`src/rtl/k_alu_pkg.sv`:
```
// Shared definitions for the K_ALU_32 sequencer: ALU op codes, FSM states, widths.
package k_alu_pkg;

  localparam int unsigned DATA_W    = 32;
  localparam int unsigned SEL_W     = 4;
  localparam int unsigned MUL_ITERS = 32;

  localparam logic [SEL_W-1:0] ALU_ADD = 4'd0;
  localparam logic [SEL_W-1:0] ALU_SUB = 4'd1;
  localparam logic [SEL_W-1:0] ALU_LT  = 4'd2;
  localparam logic [SEL_W-1:0] ALU_GT  = 4'd3;
  localparam logic [SEL_W-1:0] ALU_AND = 4'd4;
  localparam logic [SEL_W-1:0] ALU_OR  = 4'd5;
  localparam logic [SEL_W-1:0] ALU_XOR = 4'd6;
  localparam logic [SEL_W-1:0] ALU_NOT = 4'd7;
  localparam logic [SEL_W-1:0] ALU_NOR = 4'd8;
  localparam logic [SEL_W-1:0] ALU_LUI = 4'd9;
  localparam logic [SEL_W-1:0] ALU_SLL = 4'd10;
  localparam logic [SEL_W-1:0] ALU_SRL = 4'd11;
  localparam logic [SEL_W-1:0] ALU_SRA = 4'd12;
  localparam logic [SEL_W-1:0] ALU_INC = 4'd13;
  localparam logic [SEL_W-1:0] ALU_DEC = 4'd14;
  localparam logic [SEL_W-1:0] ALU_HAM = 4'd15;

  typedef enum logic [1:0] {
    IDLE = 2'd0,
    EXEC = 2'd1,
    MUL  = 2'd2,
    RESP = 2'd3
  } seq_state_e;

  // Latched single-op payload
  typedef struct packed {
    logic [SEL_W-1:0]  sel;
    logic [DATA_W-1:0] a;
    logic [DATA_W-1:0] b;
  } alu_op_t;

endpackage

```
`src/rtl/k_alu_seq_if.sv`:
```
// Request/response handshake bundle between execute-stage control and the sequencer.
interface k_alu_seq_if;
  import k_alu_pkg::*;

  logic              req_valid;
  logic              req_ready;
  logic              req_mul;
  logic [SEL_W-1:0]  req_sel;
  logic [DATA_W-1:0] req_a;
  logic [DATA_W-1:0] req_b;
  logic              rsp_valid;
  logic              rsp_ready;
  logic [DATA_W-1:0] rsp_data;

  modport master (
    output req_valid, req_mul, req_sel, req_a, req_b, rsp_ready,
    input  req_ready, rsp_valid, rsp_data
  );

  modport slave (
    input  req_valid, req_mul, req_sel, req_a, req_b, rsp_ready,
    output req_ready, rsp_valid, rsp_data
  );

endinterface

```
`src/rtl/k_alu_mul_iter.sv`:
```
// Shift-and-add multiply state: accumulator, shifting multiplicand/multiplier, iteration count.
module k_alu_mul_iter
  import k_alu_pkg::*;
#(
  parameter bit          EARLY_TERM = 1'b1,
  parameter int unsigned CNT_W      = 6
) (
  input  logic              clk,
  input  logic              rst_n,
  input  logic              start_i,
  input  logic              step_i,
  input  logic [DATA_W-1:0] mcand_init_i,
  input  logic [DATA_W-1:0] mplier_init_i,
  input  logic [DATA_W-1:0] add_res_i,
  output logic [DATA_W-1:0] acc_o,
  output logic [DATA_W-1:0] mcand_o,
  output logic              done_c_o
);

  logic [DATA_W-1:0] acc_q, acc_d;
  logic [DATA_W-1:0] mcand_q, mcand_d;
  logic [DATA_W-1:0] mplier_q, mplier_d;
  logic [CNT_W-1:0]  cnt_q, cnt_d;

  always_comb begin
    acc_d    = acc_q;
    mcand_d  = mcand_q;
    mplier_d = mplier_q;
    cnt_d    = cnt_q;
    if (start_i) begin
      acc_d    = '0;
      mcand_d  = mcand_init_i;
      mplier_d = mplier_init_i;
      cnt_d    = '0;
    end else if (step_i) begin
      if (mplier_q[0]) acc_d = add_res_i;
      mcand_d  = mcand_q << 1;
      mplier_d = mplier_q >> 1;
      cnt_d    = cnt_q + CNT_W'(1);
    end
  end

  always_ff @(posedge clk or negedge rst_n) begin
    if (!rst_n) begin
      acc_q    <= '0;
      mcand_q  <= '0;
      mplier_q <= '0;
      cnt_q    <= '0;
    end else begin
      acc_q    <= acc_d;
      mcand_q  <= mcand_d;
      mplier_q <= mplier_d;
      cnt_q    <= cnt_d;
    end
  end

  // Checked before iterating, so an all-zero multiplier never touches the ALU
  assign done_c_o = (EARLY_TERM && (mplier_q == '0)) || (cnt_q == CNT_W'(MUL_ITERS));
  assign acc_o    = acc_q;
  assign mcand_o  = mcand_q;

endmodule

```
`src/rtl/k_alu_seq.sv`:
```
// Sequencer driving an external K_ALU_32: single-cycle ops and iterative 32-bit multiply.
module k_alu_seq
  import k_alu_pkg::*;
#(
  parameter bit          EARLY_TERM = 1'b1,
  parameter int unsigned CNT_W      = 6
) (
  input  logic              clk,
  input  logic              rst_n,
  k_alu_seq_if.slave        bus,
  output logic              busy,
  output logic [DATA_W-1:0] alu_a,
  output logic [DATA_W-1:0] alu_b,
  output logic [SEL_W-1:0]  alu_sel,
  input  logic [DATA_W-1:0] alu_res
);

  seq_state_e        state_q, state_d;
  alu_op_t           op_q, op_d;
  logic [DATA_W-1:0] rsp_data_q, rsp_data_d;
  logic              ready_q, busy_q, rsp_valid_q;
  logic              mul_start, mul_step, mul_done;
  logic [DATA_W-1:0] mul_acc, mul_mcand;

  k_alu_mul_iter #(
    .EARLY_TERM (EARLY_TERM),
    .CNT_W      (CNT_W)
  ) u_mul_iter (
    .clk           (clk),
    .rst_n         (rst_n),
    .start_i       (mul_start),
    .step_i        (mul_step),
    .mcand_init_i  (bus.req_a),
    .mplier_init_i (bus.req_b),
    .add_res_i     (alu_res),
    .acc_o         (mul_acc),
    .mcand_o       (mul_mcand),
    .done_c_o      (mul_done)
  );

  // Next-state and ALU drive; ALU inputs are zero outside EXEC/MUL
  always_comb begin
    state_d    = state_q;
    op_d       = op_q;
    rsp_data_d = rsp_data_q;
    mul_start  = 1'b0;
    mul_step   = 1'b0;
    alu_a      = '0;
    alu_b      = '0;
    alu_sel    = ALU_ADD;
    case (state_q)
      IDLE: begin
        if (bus.req_valid) begin
          if (bus.req_mul) begin
            mul_start = 1'b1;
            state_d   = MUL;
          end else begin
            op_d    = '{sel: bus.req_sel, a: bus.req_a, b: bus.req_b};
            state_d = EXEC;
          end
        end
      end
      EXEC: begin
        alu_a      = op_q.a;
        alu_b      = op_q.b;
        alu_sel    = op_q.sel;
        rsp_data_d = alu_res;
        state_d    = RESP;
      end
      MUL: begin
        alu_a   = mul_acc;
        alu_b   = mul_mcand;
        alu_sel = ALU_ADD;
        if (mul_done) begin
          rsp_data_d = mul_acc;
          state_d    = RESP;
        end else begin
          mul_step = 1'b1;
        end
      end
      RESP: begin
        if (bus.rsp_ready) state_d = IDLE;
      end
    endcase
  end

  // Handshake flags are registered from the next state
  always_ff @(posedge clk or negedge rst_n) begin
    if (!rst_n) begin
      state_q     <= IDLE;
      op_q        <= '0;
      rsp_data_q  <= '0;
      ready_q     <= 1'b1;
      busy_q      <= 1'b0;
      rsp_valid_q <= 1'b0;
    end else begin
      state_q     <= state_d;
      op_q        <= op_d;
      rsp_data_q  <= rsp_data_d;
      ready_q     <= (state_d == IDLE);
      busy_q      <= (state_d != IDLE);
      rsp_valid_q <= (state_d == RESP);
    end
  end

  assign bus.req_ready = ready_q;
  assign bus.rsp_valid = rsp_valid_q;
  assign bus.rsp_data  = rsp_data_q;
  assign busy          = busy_q;

endmodule

```
`src/flat_wrapper.sv`:
```
// flat-port wrapper written by rule: the top's interface ports become plain ports
module k_alu_seq_flat import k_alu_pkg::*;
#(
  parameter bit          EARLY_TERM = 1'b1,
  parameter int unsigned CNT_W      = 6
)
  (clk, rst_n, busy, alu_a, alu_b, alu_sel, alu_res, bus_req_valid, bus_req_mul, bus_req_sel, bus_req_a, bus_req_b, bus_rsp_ready, bus_req_ready, bus_rsp_valid, bus_rsp_data);
  k_alu_seq_if bus_i ();
  input  logic clk;
  input  logic rst_n;
  output logic busy;
  output logic [DATA_W-1:0] alu_a;
  output logic [DATA_W-1:0] alu_b;
  output logic [SEL_W-1:0] alu_sel;
  input  logic [DATA_W-1:0] alu_res;
  input wire logic [$bits(bus_i.req_valid)-1:0] bus_req_valid;
  input wire logic [$bits(bus_i.req_mul)-1:0] bus_req_mul;
  input wire logic [$bits(bus_i.req_sel)-1:0] bus_req_sel;
  input wire logic [$bits(bus_i.req_a)-1:0] bus_req_a;
  input wire logic [$bits(bus_i.req_b)-1:0] bus_req_b;
  input wire logic [$bits(bus_i.rsp_ready)-1:0] bus_rsp_ready;
  output wire logic [$bits(bus_i.req_ready)-1:0] bus_req_ready;
  output wire logic [$bits(bus_i.rsp_valid)-1:0] bus_rsp_valid;
  output wire logic [$bits(bus_i.rsp_data)-1:0] bus_rsp_data;
  assign bus_i.req_valid = bus_req_valid;
  assign bus_i.req_mul = bus_req_mul;
  assign bus_i.req_sel = bus_req_sel;
  assign bus_i.req_a = bus_req_a;
  assign bus_i.req_b = bus_req_b;
  assign bus_i.rsp_ready = bus_rsp_ready;
  assign bus_req_ready = bus_i.req_ready;
  assign bus_rsp_valid = bus_i.rsp_valid;
  assign bus_rsp_data = bus_i.rsp_data;
  k_alu_seq #(.EARLY_TERM(EARLY_TERM), .CNT_W(CNT_W)) u_core (.clk(clk), .rst_n(rst_n), .bus(bus_i), .busy(busy), .alu_a(alu_a), .alu_b(alu_b), .alu_sel(alu_sel), .alu_res(alu_res));
endmodule
```
`config.mk`:
```
export PLATFORM = sky130hd
export DESIGN_NAME = k_alu_seq_flat
export DESIGN_NICKNAME = d
export VERILOG_FILES = /design/src/rtl/k_alu_pkg.sv /design/src/rtl/k_alu_seq_if.sv /design/src/rtl/k_alu_mul_iter.sv /design/src/rtl/k_alu_seq.sv /design/src/flat_wrapper.sv
export SDC_FILE = /design/constraint.sdc
export NUM_CORES = 1
export LEC_CHECK = 0
export ABC_AREA = 1
export CAP_MARGIN = 10
export CORE_MARGIN = 2
export CORE_UTILIZATION = 45
export CTS_CLUSTER_DIAMETER = 40
export DETAILED_ROUTE_END_ITERATION = 8
export GPL_ROUTABILITY_DRIVEN = 0
export PLACE_DENSITY = 0.73
export SYNTH_ARGS = -nofsm -noshare
export SYNTH_HDL_FRONTEND = slang
export SYNTH_SLANG_ARGS = --single-unit
```
`constraint.sdc`:
```
create_clock -name clk -period 2.12 [get_ports clk]
set_input_delay 0.318 -clock clk [delete_from_list [all_inputs] [get_ports clk]]
set_output_delay 0.318 -clock clk [all_outputs]
set_load 0.03 [all_outputs]
```
# [Word level (Yosys, flattened, before mapping)]
# Cells that the tools add are included.
[totals] output_inout_bits=103 register_bits=207 wordCells=55 inputBits=105
[op_classes] add_sub_neg=1 mux=24 n_eq_ne=6 reduce_logical=11 n_bitwise=1
[op_table] operator="$mux 32" count=8
[op_table] operator="$pmux 32 s2" count=3
[op_table] operator="$logic_not 32->1" count=1
[op_table] operator="$mux 6" count=2
[op_table] operator="$mux 2" count=4
[op_table] operator="$pmux 2 s4" count=1
[op_table] operator="$reduce_bool 2->1" count=4
[op_table] operator="$add 6x1->6 const B" count=1
[op_table] operator="$eq 2x2->1 const B" count=3
[op_table] operator="$eq 6x6->1 const B" count=1
[op_table] operator="$mux 1" count=5
[op_table] operator="$logic_not 2->1" count=2
[op_table] operator="$mux 4" count=1
[op_table] operator="$reduce_and 2->1" count=2
[op_table] operator="$reduce_and 3->1" count=1
[op_table] operator="$eq 2x1->1 const B" count=1
[op_table] operator="$ne 2x1->1 const B" count=1
[op_table] operator="$logic_or 1x1->1" count=1
[op_table] operator="$not 1->1" count=1

# [Depth between registers and ports, before layout]
# Gate-level depths: netlist of run 1.
[depth] depth_word=6 mapped_depth=13 depth_no_buf=11

# [Hierarchy]
# From an unflattened synthesis of run 1, not the netlist that was laid out.
[hier_totals] cells_unflattened=1248 area_unflattened_um2=9908.3
[modules_own_cells] mod="k_alu_seq" area_each_um2=5405.2 cells_per_inst=760 seq_area_each_um2=2628.8 n_inst=1
[modules_own_cells] mod="k_alu_mul_iter" area_each_um2=4503.1 cells_per_inst=488 seq_area_each_um2=2552.4 n_inst=1

# [Least setup slack after synthesis of run 1]
# No wires, ideal clock.
[synth_path] path_kind="register to output" startpoint="register u_core.state_q[1]" endpoint="output alu_b[20]" setup_slack_ns=-0.062 path_stages_with_launch=8 t_arrival_ns=1.864 path_buffers=3 required_ns=1.802 cell_sequence="dfrtp_1 inv_1 ha_1 clkbuf_1 buf_2 buf_1 nand2_1 a21oi_1"
[synth_between] elab_chain_len=2 elab_cells_between_ends=3 cone_classes="eq/ne: 2; mux: 1"
[synth_lines] element="start, declared" line="k_alu_seq.sv:18" source="seq_state_e state_q, state_d;"
[synth_lines] element="start signal, assigned" line="k_alu_seq.sv:97" source="state_q <= state_d;"
[synth_lines] element="$eq 2x2->1 or $eq 2x1->1 (tied branches)" line="k_alu_seq.sv:51" source="case (state_q)"
[synth_lines] element="$pmux 32 s2 *" line="k_alu_seq.sv:51"
[synth_lines] element="end, declared" line="flat_wrapper.sv:13" source="output logic [DATA_W-1:0] alu_b;"
# Mark *: on every way between the ends. The rest lies on a longest branch, timed or not.

# [Worst setup path in the final report of run 1]
[layout_path] startpoint="register u_core.state_q[0]" endpoint="output alu_b[1]"
# Same word-level chain as after synthesis.

==> results of run 1 <==
-- Yosys cell counts (3+ instances only) --
cell,number,share of area [%]
a21oi_1,66,3.2
mux2_2,19,2.1
clkbuf_1,42,1.5
inv_1,115,4.2
nand2_1,552,20
inv_2,4,0.15
o21ai_0,152,7.4
ha_1,6,0.73
nor2_1,29,1.1
nand3_1,60,2.9
buf_6,6,0.66
a21boi_0,32,2.3
nor3_1,3,0.15
o21ai_1,8,0.39
buf_1,4,0.15
dfrtp_1,206,50
buf_4,3,0.22
buf_2,30,1.5
-- metal layers --
layer | part of all wire, % | vias up | GRT usage (%)
li1 | - | 4671 | -
met1 | 45 | 4509 | 35.56
met2 | 46 | 339 | 38.46
met3 | 6.3 | 61 | 4.429
met4 | 2.8 | 0 | 8.519
met5 | 0 | - | 0
-- kinds of logic after synthesis --
kind of cell | count (synthesis) | share of synthesized area (%)
AOI/OAI and AO/OA | 260 | 13.48
adders and majority gates | 6 | 0.7298
xor gates and xnor gates | 4 | 0.3407
DFF | 207 | 50.37
and+or+nand+nor | 649 | 24.61
muxes | 19 | 2.080
buffers and inverters | 205 | 8.393
-- worst register-to-register path, stage by stage (launching register included) --
cell and delay [ns]:
dfrtp_2 0.43, buf_4 0.16, ha_4 0.18, buf_12 0.15
buf_12 0.15, buf_4 0.14, inv_1 0.06, buf_4 0.16
o21ai_0 0.10, o21ai_0 0.19, nand2_1 0.12, inv_1 0.08
nand2_1 0.06
-- per-stage QoR --
stage	hold WS [ns]	util (%)	area [µm²]
CTS	0.3210	63.68	14370
finish	0.3114	65.47	14780
floorplan	0.02241	-	10420
detailed placement	0.2560	56.33	12710
global placement	0.2540	56.33	12710
global route	0.3493	65.47	14780
-- final cells by class --
cell class | instances | area (µm²) | share of cell area [%]
inverter | 120 | 460.4 | 3.116
tap | 285 | 356.6 | 2.413
clock inverter | 20 | 235.2 | 1.592
clock buffer | 40 | 924.6 | 6.257
antenna | 2 | 5.005 | 0.03387
timing repair buffer | 257 | 2846 | 19.26
sequential | 207 | 5182 | 35.07
multi-input combinational | 938 | 4767 | 32.26
-- where the power goes --
group | switching (mW) | internal [mW] | total, mW
Clock | 2.02 | 3.63 | 5.66
Combinational | 7.53 | 4.88 | 12.4
Sequential | 1.20 | 5.75 | 6.95
-- timing repair --
action,4_1_cts,5_1_grt
setup endpoints to repair,68,68
resized for setup,91,81
hold buffers,1,0
cloned,3,4
hold endpoints to repair,48,0
pin swaps,10,19
setup buffers,8,5
-- registers in the layout, summed over array words and instances (netlist names) --
register	flops
u_core.bus.req_ready	1
u_core.u_mul_iter.mplier_q	32
u_core.u_mul_iter.cnt_q	6
u_core.busy	1
u_core.state_q	2
u_core.op_q	68
u_core.bus.rsp_data	32
u_core.u_mul_iter.acc_o	32
u_core.u_mul_iter.mcand_o	32
u_core.bus.rsp_valid	1
-- worst paths after layout --
check,cells after the start,to
min,2,u_core.bus.rsp_data[25]$_DFFE_PN0P_
max in group asynchronous,3,u_core.bus.req_ready$_DFF_PN1_
max reg2reg,12,u_core.busy$_DFF_PN0_
max,7,alu_b[1]
min in group clk,3,u_core.op_q[12]$_DFFE_PN0P_
min reg2reg,2,u_core.bus.rsp_data[23]$_DFFE_PN0P_
==> summary.log, run 1 <==
INFO  timing         report.final.slew_viol_count=0
INFO  final_layout   area_growth=43.67%
INFO  routing        drt_first_iter_violations=729
INFO  global_route   overflow=0
INFO  cts            htree_levels=2
INFO  timing         post-route-worst-setup-slack=-0.1300ns
INFO  run            max_capacitance_violation_count=0
INFO  setup_path     critPathSlowestCell=dfrtp_1
INFO  cts            clock_tree.buffer_depth=3
INFO  placed_design  port_buffer_count=207
INFO  logic_synthesis synth_sequential_area_ratio=50.37%
INFO  global_route   grt_max_degree=67
INFO  final_layout   final_nets=1669
INFO  logic_synthesis synth-seq-cells=207
INFO  floorplanning  floorplan.rows=55
INFO  outcome        failed_checks=setup timing
INFO  timing         relSlewSlack=67.40%
INFO  logic_synthesis synthFlopType=dfrtp_1
INFO  power          power_leakage=7.228nW
INFO  routing        wirelength_routed=30.73mm
INFO  cts            tritoncts=built
INFO  final_layout   num-fill-cells=1847
INFO  setup_path     worstPathBufferInverterCount=4
INFO  cts            cts_num_sinks=207
INFO  timing         time_the_final_worst_path_needs_with_i_o_delays_and_setup=2.250ns
INFO  cts            clock_latency_reported_for_the_late_side_of_the_worst_skew_pair=0.50ns
INFO  timing         fin_crit_sh=106.1%
INFO  timing         rsz_0062_raised_after_global_routing=yes
INFO  setup_path     crit_path_start=u_core.state_q[0]$_DFF_PN0_
INFO  floorplanning  die_width=155.2µm
INFO  logic_synthesis mappedNetlistArea=10290µm²
INFO  setup_path     worst_r2r_startpoint=u_core.state_q[1]$_DFF_PN0_
INFO  placed_design  numPlacedInstances=1787
INFO  final_layout   mostFrequentLayoutCell=nand2_1
INFO  floorplanning  die_area=24080µm²
INFO  cts            cts.clk_slew.worst_paths=0.05ns
INFO  setup_path     timing.critical_path.to_type=output pin
INFO  placed_design  placement.setup.worst_slack=0.1527ns
INFO  timing         finalClockSkew=0.01840ns
INFO  setup_path     startpoint_type=register
INFO  placed_design  post-dp-hpwl=19.97mm
INFO  floorplanning  num_io_pins=208
INFO  floorplanning  fp.dieH=155.2µm
INFO  routing        post_drt_via_cell_ratio=5.126
INFO  setup_path     cp_data_arrival_time=1.93ns
INFO  logic_synthesis synthesis.nets=1461
INFO  timing         setup_viol=64
INFO  routing        via_count=9580
INFO  timing         fin_tns_setup=-4.035ns
INFO  power          vdd.ir_drop.worst=0.8070mV
INFO  timing         timing.fmax=444.5MHz
INFO  setup_path     chain_of_cells_forming_the_critical_path=inv_2, ha_4, buf_12, clkbuf_16, nand2_1, a21oi_2, buf_6
INFO  floorplanning  initial_utilization=45.57%
INFO  timing         worst-slew-pin-transition=0.4890ns
INFO  routing        drt_drc=0
INFO  global_route   first_pass_grt_wire_length=48.47mm
INFO  outcome        outcome=finished with violations
INFO  final_layout   mostFrequentLayoutCells=502 x nand2_1, 205 x dfrtp_1, 152 x o21ai_0, 138 x clkdlybuf4s50_1, 113 x inv_1
INFO  logic_synthesis syn_avg_cell_area=7.619µm²
INFO  routing        antenna_violating_nets_post_route=0
INFO  cts            cts_inserted_buffers=34
INFO  floorplanning  placeableCoreArea=22570µm²
INFO  setup_path     timing.reg2reg.setup_slack=0.03ns
INFO  logic_synthesis yosysWarnings=0
INFO  logic_synthesis share_of_flip_flops_with_an_asynchronous_set_or_reset=100.0%
INFO  global_route   grtUsageTotal=24.87%
INFO  power          power-per-cell-area=1693nW/µm²
INFO  final_layout   cell_count_final_fillers_out=1869
INFO  routing        drtPass1Iterations=5
INFO  global_route   grt_antenna_before_repair=2
INFO  routing        post_drt_wl_per_cell=16.44µm
INFO  setup_path     cp_data_required_time=1.80ns
INFO  power          post-layout-total-power=25.02mW
INFO  setup_path     cp_delay_by_family_top=buffers and inverters
INFO  logic_synthesis synth.lib_cells_used.distinct=26
INFO  setup_path     timing.setup.critical_path_class=reg2out
INFO  logic_synthesis syn_inst=1350
INFO  setup_path     crit_path_max_fanout=5
INFO  final_layout   proportion_of_layout_cells_with_a_drive_suffix_above_1=20.29%
INFO  setup_path     cpPeakStageDelay=0.40ns
INFO  global_route   first_global_vias=9209
INFO  cts            ctsRootBufferMaster=clkbuf_16
INFO  worst_hold_path worst_hold_path_type=in2async
INFO  timing         hold_viol_final=0
INFO  logic_synthesis synth_enable_flop_cells=0
No activity file was read; power rests on OpenSTA's default activity.
==> run 2: changes to the inputs <==
Settings changed: MAX_ROUTING_LAYER from default to met4.
==> summary.log, run 2 (synthesis gave the netlist of run 1 again) <==
INFO  timing         finalClockSkew=0.01586ns [was 0.01840 ns]
INFO  setup_path     cp_data_arrival_time=1.93ns [about the same]
INFO  outcome        failed_checks=setup timing [unchanged]
INFO  timing         worst-slew-pin-transition=0.4933ns [was 0.4890 ns]
INFO  final_layout   multiInputGateArea=4780µm² [was 4767 µm²]
INFO  floorplanning  die_width=155.2µm [unchanged]
INFO  routing        via_count=9603 [was 9580]
INFO  cts            htree_levels=2 [unchanged]
INFO  setup_path     critPathSlowestCell=dfrtp_1 [unchanged]
INFO  final_layout   mostFrequentLayoutCells=502 x nand2_1, 205 x dfrtp_1, 152 x o21ai_0, 138 x clkdlybuf4s50_1, 113 x inv_1 [unchanged]
INFO  floorplanning  num_io_pins=208 [unchanged]
INFO  cts            clock_tree.buffer_depth=3 [unchanged]
INFO  placed_design  post-dp-hpwl=19.97mm [unchanged]
INFO  setup_path     crit_path_start=u_core.state_q[0]$_DFF_PN0_ [unchanged]
INFO  final_layout   proportion_of_layout_cells_with_a_drive_suffix_above_1=20.29% [unchanged]
INFO  routing        wirelength_routed=30.65mm [was 30.73 mm]
INFO  global_route   grt_max_degree=67 [unchanged]
INFO  setup_path     cpPeakStageDelay=0.40ns [about the same]
INFO  timing         fin_crit_sh=106.2% [was 106.1%]
INFO  timing         relSlewSlack=67.11% [was 67.40%]
INFO  timing         report.final.slew_viol_count=0 [unchanged]
INFO  routing        drt_first_iter_violations=693 [was 729]
INFO  cts            tritoncts=built [unchanged]
INFO  setup_path     timing.setup.critical_path_class=reg2out [unchanged]
INFO  global_route   first_global_vias=9180 [was 9209]
INFO  final_layout   area.sequential=5182µm² [unchanged]
INFO  routing        post_drt_wl_per_cell=16.40µm [was 16.44 µm]
INFO  final_layout   number_of_flip_flops_under_the_largest_register_name=68 [unchanged]
INFO  routing        drt_drc=0 [unchanged]
INFO  setup_path     timing.critical_path.to_type=output pin [unchanged]
INFO  floorplanning  fp.dieH=155.2µm [unchanged]
INFO  final_layout   mostFrequentLayoutCell=nand2_1 [unchanged]
INFO  setup_path     worstPathBufferInverterCount=4 [unchanged]
INFO  setup_path     crit_path_max_fanout=5 [unchanged]
INFO  timing         timing.fmax=444.1MHz [was 444.5 MHz]
INFO  cts            cts.clk_slew.worst_paths=0.05ns [about the same]
INFO  floorplanning  placeableCoreArea=22570µm² [unchanged]
INFO  global_route   grt_antenna_before_repair=2 [unchanged]
INFO  power          post-layout-total-power=25.03mW [was 25.02 mW]
INFO  routing        drtPass1Iterations=5 [unchanged]
INFO  timing         post-route-worst-setup-slack=-0.1319ns [was -0.1300 ns]
INFO  final_layout   num-fill-cells=1841 [was 1847]
INFO  power          power_leakage=7.239nW [was 7.228 nW]
INFO  floorplanning  die_area=24080µm² [unchanged]
INFO  global_route   overflow=0 [unchanged]
INFO  cts            clock_latency_reported_for_the_late_side_of_the_worst_skew_pair=0.50ns [about the same]
INFO  timing         setup_viol=64 [unchanged]
INFO  routing        post_drt_via_cell_ratio=5.138 [was 5.126]
INFO  outcome        outcome=finished with violations [unchanged]
INFO  final_layout   finish.utilization=65.53% [was 65.47%]
INFO  final_layout   area_growth=43.79% [was 43.67%]
INFO  global_route   first_pass_grt_wire_length=48.48mm [was 48.47 mm]
INFO  floorplanning  floorplan.rows=55 [unchanged]
INFO  timing         rsz_0062_raised_after_global_routing=yes [unchanged]
INFO  setup_path     startpoint_type=register [unchanged]
INFO  power          vdd.ir_drop.worst=0.8101mV [was 0.8070 mV]
INFO  cts            cts_num_sinks=207 [unchanged]
INFO  run            max_capacitance_violation_count=0 [unchanged]
INFO  setup_path     chain_of_cells_forming_the_critical_path=inv_2, ha_4, buf_12, clkbuf_16, nand2_1, a21oi_2, buf_6 [unchanged]
INFO  timing         time_the_final_worst_path_needs_with_i_o_delays_and_setup=2.252ns [was 2.250 ns]
INFO  timing         fin_tns_setup=-3.981ns [was -4.035 ns]
INFO  final_layout   largest_register=u_core.op_q [unchanged]
INFO  placed_design  port_buffer_count=207 [unchanged]
INFO  floorplanning  initial_utilization=45.57% [unchanged]
INFO  power          power-per-cell-area=1692nW/µm² [was 1693 nW/µm²]
INFO  worst_hold_path worst_hold_path_type=in2async [unchanged]
INFO  setup_path     worst_r2r_startpoint=u_core.state_q[1]$_DFF_PN0_ [unchanged]
INFO  cts            ctsRootBufferMaster=clkbuf_16 [unchanged]
INFO  global_route   grtUsageTotal=25.65% [was 24.87%]
INFO  setup_path     cp_delay_by_family_top=buffers and inverters [unchanged]
INFO  cts            cts_inserted_buffers=34 [unchanged]
INFO  timing         hold_viol_final=0 [unchanged]
INFO  setup_path     cp_data_required_time=1.80ns [about the same]
INFO  routing        antenna_violating_nets_post_route=0 [unchanged]
INFO  final_layout   final_nets=1669 [unchanged]
==> run 2: what timing repair did <==
| item | 4_1_cts | 5_1_grt |
|---|---|---|
| cloned | 3 | 4 |
| pin swaps | 10 | 18 |
| hold buffers | 1 | 0 |
| resized for setup | 91 | 83 |
| endpoints found under the setup margin | 68 | 68 |
| endpoints found under the hold margin | 48 | 0 |
| buffers inserted | 8 | 5 |
==> run 2: path summary, 6_finish.rpt <==
| check | end | slack [ns] | cells past startpoint |
|---|---|---|---|
| min reg2reg | u_core.bus.rsp_data[23]$_DFFE_PN0P_ | 0.48 | 2 |
| max | alu_b[1] | -0.13 | 7 |
| min in group clk | u_core.op_q[12]$_DFFE_PN0P_ | 0.40 | 3 |
| max reg2reg | u_core.busy$_DFF_PN0_ | 0.04 | 12 |
| min | u_core.bus.rsp_data[25]$_DFFE_PN0P_ | 0.31 | 2 |
| max in group asynchronous | u_core.bus.req_ready$_DFF_PN1_ | 1.11 | 3 |
==> run 2: power by group <==
group	internal (mW)	leakage, nW	switching (mW)	total, mW
sequential	5.75	2.65	1.20	6.95
combinational	4.88	4.02	7.56	12.4
clock	3.63	0.564	2.00	5.64
total	14.3	7.24	10.8	25.0
==> run 2: metrics by stage <==
step | hold WS [ns] | area [µm²] | setup slack, ns | instances
floorplan | 0.02241 | 10420 | 0.09485 | 1350
global placement | 0.2540 | 12710 | 0.1437 | 1787
detailed placement | 0.2560 | 12710 | 0.1527 | 1787
CTS | 0.3210 | 14370 | -0.1124 | 1859
global route | 0.3511 | 14790 | -0.1801 | 1869
finish | 0.3133 | 14790 | -0.1319 | 1869
==> run 2: cell type report <==
class | instances | area share, %
inverter | 120 | 3.113
clock buffer | 40 | 6.252
antenna | 2 | 0.03384
tap | 285 | 2.411
timing repair buffer | 257 | 19.25
multi-input combinational | 938 | 32.32
sequential | 207 | 35.04
clock inverter | 20 | 1.590
==> run 2: per-layer routing <==
metal / vias to the layer above / GRT usage [%] / routed length [µm] / share of wire, %
li1: 4666 / - / - / -
met3: 61 / 4.262 / 2044 / 6.7
met4: 0 / 8.519 / 875 / 2.9
met2: 377 / 38.43 / 14110 / 46
met1: 4499 / 35.76 / 13620 / 44
met5: - / - / 0 / 0
==> run 3: changes to the inputs <==
Settings changed: GPL_TIMING_DRIVEN from default to 1.
==> results of run 3 <==
The final DEF is identical to that of run 2; final timing and power are the same.
